<file path="config.mk">
export PLATFORM = sky130hd
export DESIGN_NAME = arbitro_escrita_reg
export DESIGN_NICKNAME = d
export VERILOG_FILES = /design/src/rtl/arbitro_escrita_reg_pkg.sv /design/src/rtl/arbitro_rr2.sv /design/src/rtl/arbitro_escrita_reg.sv
export SDC_FILE = /design/constraint.sdc
export NUM_CORES = 1
export LEC_CHECK = 0
export BUFFER_PORTS_ARGS = -buffer_cell sky130_fd_sc_hd__clkbuf_2
export CORE_UTILIZATION = 46
export CTS_BUF_LIST = sky130_fd_sc_hd__clkbuf_4
export DETAILED_ROUTE_END_ITERATION = 10
export PLACE_DENSITY = 0.87
export SYNTH_ARGS = -nofsm -noshare
export SYNTH_HDL_FRONTEND = slang
export SYNTH_SLANG_ARGS = --single-unit
</file>
<file path="constraint.sdc">
create_clock -name clk -period 1.78 [get_ports clk]
set_input_delay 0.089 -clock clk [delete_from_list [all_inputs] [get_ports clk]]
set_output_delay 0.089 -clock clk [all_outputs]
set_load 0.05 [all_outputs]
</file>
<file path="src/rtl/arbitro_escrita_reg_pkg.sv">
// arbitro_escrita_reg_pkg
// Shared definitions for the register-file write sequencer:
//   - estado_t     : sequencer states (LIMPANDO clears the file, OPERANDO arbitrates)
//   - XLEN_PADRAO  : default data width of the register file
//   - NREG_PADRAO  : default number of registers
//   - REQ_A/REQ_B  : bit index of each requester inside valid/grant vectors
package arbitro_escrita_reg_pkg;

  typedef enum logic {
    LIMPANDO = 1'b0,
    OPERANDO = 1'b1
  } estado_t;

  localparam int XLEN_PADRAO = 64;
  localparam int NREG_PADRAO = 32;

  localparam int REQ_A = 0;
  localparam int REQ_B = 1;

endpackage

</file>
<file path="src/rtl/arbitro_rr2.sv">
// arbitro_rr2
// Two-way round-robin grant generator.
// Ports:
//   clk        in   clock, rising edge
//   reset_n    in   asynchronous active-low reset (priority returns to A)
//   valid[1:0] in   pending requests, indexed by REQ_A / REQ_B
//   handshake  in   a grant was consumed this cycle
//   grant[1:0] out  one-hot (or zero) combinational grant
//   prioridade out  0 = A wins a tie, 1 = B wins a tie
module arbitro_rr2
  import arbitro_escrita_reg_pkg::*;
(
  input  logic       clk,
  input  logic       reset_n,
  input  logic [1:0] valid,
  input  logic       handshake,
  output logic [1:0] grant,
  output logic       prioridade
);

  always_comb begin
    grant = 2'b00;
    if (valid[REQ_A] && (!valid[REQ_B] || !prioridade)) begin
      grant[REQ_A] = 1'b1;
    end else if (valid[REQ_B]) begin
      grant[REQ_B] = 1'b1;
    end
  end

  // After a completed handshake the tie goes to whoever did not just win.
  always_ff @(posedge clk or negedge reset_n) begin
    if (!reset_n) begin
      prioridade <= 1'b0;
    end else if (handshake) begin
      prioridade <= grant[REQ_A];
    end
  end

endmodule

</file>
<file path="src/rtl/arbitro_escrita_reg.sv">
// arbitro_escrita_reg
// Sequences the single write port of the register file. After reset it
// clears registers 1..NREG-1 (one per cycle), then arbitrates round-robin
// between the ALU writeback (A) and the load writeback (B).
// Ports:
//   clk, reset_n                        clock / asynchronous active-low reset
//   a_valid, a_endereco, a_dado, a_ready  requester A handshake and payload
//   b_valid, b_endereco, b_dado, b_ready  requester B handshake and payload
//   rf_we, rf_endereco, rf_dado         registered register-file write port
//   ocupado                             high while clearing (requesters stalled)
module arbitro_escrita_reg
  import arbitro_escrita_reg_pkg::*;
#(
  parameter int XLEN          = XLEN_PADRAO,
  parameter int NREG          = NREG_PADRAO,
  parameter bit LIMPAR_INICIO = 1'b1,
  localparam int AW           = $clog2(NREG)
) (
  input  logic            clk,
  input  logic            reset_n,
  input  logic            a_valid,
  output logic            a_ready,
  input  logic [AW-1:0]   a_endereco,
  input  logic [XLEN-1:0] a_dado,
  input  logic            b_valid,
  output logic            b_ready,
  input  logic [AW-1:0]   b_endereco,
  input  logic [XLEN-1:0] b_dado,
  output logic            rf_we,
  output logic [AW-1:0]   rf_endereco,
  output logic [XLEN-1:0] rf_dado,
  output logic            ocupado
);

  localparam int AW1 = AW + 1;
  // The counter carries one extra bit so the last-register compare happens
  // before any wrap could occur.
  localparam logic [AW:0] ULTIMO = AW1'(NREG - 1);
  localparam estado_t ESTADO_INICIAL = LIMPAR_INICIO ? LIMPANDO : OPERANDO;

  estado_t         estado;
  logic [AW:0]     contador;
  logic [1:0]      valid_efetivo;
  logic [1:0]      grant;
  logic            handshake;
  logic            prioridade;
  logic            seleciona_b;
  logic [AW-1:0]   endereco_vencedor;
  logic [XLEN-1:0] dado_vencedor;

  // Requesters are invisible to the arbiter until clearing has finished.
  assign valid_efetivo = (estado == OPERANDO) ? {b_valid, a_valid} : 2'b00;
  assign handshake     = |grant;
  assign a_ready       = grant[REQ_A];
  assign b_ready       = grant[REQ_B];
  assign ocupado       = (estado == LIMPANDO);

  arbitro_rr2 u_rr (
    .clk        (clk),
    .reset_n    (reset_n),
    .valid      (valid_efetivo),
    .handshake  (handshake),
    .grant      (grant),
    .prioridade (prioridade)
  );

  // Payload mux: B is selected when it is the only candidate or holds the
  // tie-break; the write itself is qualified by handshake below.
  assign seleciona_b       = valid_efetivo[REQ_B] & (~valid_efetivo[REQ_A] | prioridade);
  assign endereco_vencedor = seleciona_b ? b_endereco : a_endereco;
  assign dado_vencedor     = seleciona_b ? b_dado : a_dado;

  // Single registered output stage shared by the clear sequence and the
  // arbitrated writes. Writes to x0 update address/data but keep rf_we low.
  always_ff @(posedge clk or negedge reset_n) begin
    if (!reset_n) begin
      estado      <= ESTADO_INICIAL;
      contador    <= AW1'(1);
      rf_we       <= 1'b0;
      rf_endereco <= '0;
      rf_dado     <= '0;
    end else begin
      case (estado)
        LIMPANDO: begin
          rf_we       <= 1'b1;
          rf_endereco <= contador[AW-1:0];
          rf_dado     <= '0;
          contador    <= contador + AW1'(1);
          if (contador == ULTIMO) begin
            estado <= OPERANDO;
          end
        end
        OPERANDO: begin
          rf_we <= handshake && (endereco_vencedor != '0);
          if (handshake) begin
            rf_endereco <= endereco_vencedor;
            rf_dado     <= dado_vencedor;
          end
        end
        default: begin
          estado <= ESTADO_INICIAL;
        end
      endcase
    end
  end

endmodule

</file>
==> run summary <==
final worst path period need -> 1.699 ns
CP Launch Point -> u_rr.prioridade
most used cell, CP -> buf_12
crit end category -> primary output
IO Count -> 215
Final Skew -> 0.01430 ns
die area -> 0.008606 mm²
worst path cell trace -> nand2b_4, and3_4, buf_12, buf_12
CTS sink cnt -> 78
port bufs -> 214
max_cap viols -> 0
capture point of the worst path -> b_ready
DRC viols -> 0
Worst R2R Start -> u_rr.prioridade
Vias -> 4404
cells after synthesis -> 355
post-synth cell types -> 38
CTS root buffer -> clkbuf_4
CP Data Required Time -> 1.69 ns
initial antenna violation count -> 0
most common cell after layout, fill and taps aside -> clkbuf_2
Most used DFF post-synth -> dfrtp_1
chip width -> 92.77 µm
status -> finished, final reports clean
Crit path max-delay family -> simple AND/OR/NAND/NOR gates
GRT Overall Usage -> 35.62%
Post-Route WL -> 15050 µm
worst r2r path cells -> 5
Vias/cell -> 5.533
Core Region -> 0.007848 mm²
pwr dens -> 838.2 mW/mm²
reg-to-reg critical path endpoint -> rf_dado[51]
Post-DP HPWL -> 7410 µm
Leak -> 3.191 nW
commonest non-fill, non-tap cells in the layout -> clkbuf_2, dlygate4sd3_1, dfrtp_1
fill count -> 431
max incr delay on CP -> 0.42 ns
asr flop ratio synth -> 100.0%
Tcrit/Tclk final -> 95.47%
Reg area -> 0.001954 mm²
Fmax -> 588.4 MHz
Yosys warning count -> 0
initial core utilization -> 48.29%
worst hold slack -> 0.01909 ns
crit path kind -> flip-flop to primary output
largest net degree at the start of global routing -> 69
Max clock buf depth -> 2
Area growth, synth to finish -> 72.27%
DRT iter0 DRCs -> 221
WP depth -> 4
area of the multi-input gates -> 0.001655 mm²
Cell Area, Synth -> 0.003790 mm²
DRT Pass-1 Iters -> 5
synth top area cells -> dfrtp_1, mux2i_1, nand3_1
Worst R2R Setup Slack -> 0.08 ns
RePlAce Congestion -> 0.8494
Hold Vio Cnt, Final -> 0
first-pass GRT wire length -> 23340 µm
CP bufs+invs -> 2
DRT antenna net count -> 0
Remaining Overflow, GRT -> 0
die height -> 92.77 µm
Tightest Pin Transition -> 0.5705 ns
Yosys reg bits -> 78
Synth area leader -> dfrtp_1
relative slew slack -> 61.96%
Cell Rows -> 32
CP startpoint kind -> flip-flop
CP max FO -> 16
sequential area share after synthesis -> 51.54%
# nets final -> 832
fin. max-slew vios -> 0
vias in the first global route -> 4647
final instance area -> 0.006529 mm²
Worst-path clk slew -> 0.14 ns
CTS tree -> done
drt wl/cell -> 18.90 µm
# diodes -> 0
Crit path arrival time -> 1.61 ns
Syn Area/Cell -> 10.68 µm²
DP Area -> 0.004964 mm²
Worst-Skew Late Latency -> 0.42 ns
proportion of layout cells with a drive suffix above 1 -> 36.17%
H-tree levels -> 3
Num CTS Buffers -> 9
post-synth top area share -> 50.84%
min-delay worst type -> primary input to flip-flop
Max rail drop VDD -> 0.0004707 V
EDFF count, synth -> 0
# setup viols final -> 0
CP max stage cell -> dfrtp_1
post-synth net total -> 498
stage by stage:
stage	utilization [%]	setup slack [ns]	power [mW]	instances	setup TNS, ns
3_5_place_dp	63.25	0.1553	3.654	648	0
3_3_place_gp	63.25	0.2299	3.612	648	0
4_1_cts	82.64	-0.02773	5.386	792	-0.02773
2_1_floorplan	-	0.1553	3.165	355	0
5_1_grt	83.20	-0.0005393	5.672	796	-0.0005393
6_report	83.20	0.08059	5.472	796	0
layout make-up:
type / instances / area share [%]
Tap cell: 102 / 1.955
Inverter: 2 / 0.1150
Clock inverter: 7 / 2.242
Sequential cell: 78 / 29.93
Clock buffer: 9 / 1.035
Timing Repair Buffer: 355 / 39.36
Multi-Input combinational cell: 243 / 25.35
registers in the layout, summed over array words and instances (netlist names):
| signal | flops |
|---|---|
| contador | 6 |
| estado | 1 |
| rf_dado | 64 |
| rf_endereco | 5 |
| rf_we | 1 |
| u_rr.prioridade | 1 |
cell usage after synthesis (4+ instances only):
master	number
xnor2_1	4
a21oi_1	4
nand3_1	67
buf_4	4
nand2_1	6
dfrtp_1	77
clkbuf_1	21
o21ai_1	61
mux2i_1	67
o21ai_0	4
routing by layer:
layer,GRT usage (%),vias to the layer above,part of all wire (%)
li1,-,1962,-
met4,21.28,0,5.7
met1,38.48,2065,36
met3,8.703,87,8.3
met2,62.68,290,50
met5,0,-,0
what timing repair did:
item,in CTS,in global routing
pin swaps,1,1
buffers inserted,0,1
hold endpoints to repair,108,3
hold buffers,127,3
gates resized for setup,1,3
gates cloned,1,0
setup endpoints to repair,2,13
where the power goes:
group,leakage [nW],internal (mW),switching (mW)
registers,0.928,1.96,0.127
logic,2.15,0.669,1.20
clock network,0.110,0.860,0.656
total,3.19,3.49,1.99
worst reg2reg max path, cell delays in order (launching register included):
cell and delay [ns]:
dfrtp_1 0.42, nand2b_4 0.18, and3_4 0.26, buf_12 0.24, mux2i_1 0.32, o21ai_1 0.16
cell families after synthesis:
| kind of cell | after synthesis | share of synthesized area (%) |
|---|---|---|
| xor+xnor | 5 | 1.155 |
| mux | 69 | 18.39 |
| flops | 78 | 51.54 |
| compound gates | 83 | 11.95 |
| simple gates | 85 | 11.55 |
| fa+ha+maj | 1 | 0.3301 |
| buf+inv | 34 | 5.084 |
worst min-delay path by stage:
stage | from | to | slack, ns | depth (start not counted)
global placement | reset_n | rf_dado[43] | 0.13 | 1
floorplan | reset_n | contador[1] | -0.21 | 0
CTS | a_dado[58] | rf_dado[58] | 0.0009 | 3
finish | b_dado[58] | rf_dado[58] | 0.02 | 3
detailed placement | reset_n | rf_we | 0.13 | 1
global route | b_dado[58] | rf_dado[58] | -0.001 | 3
Power figures use the tool's default switching activity.
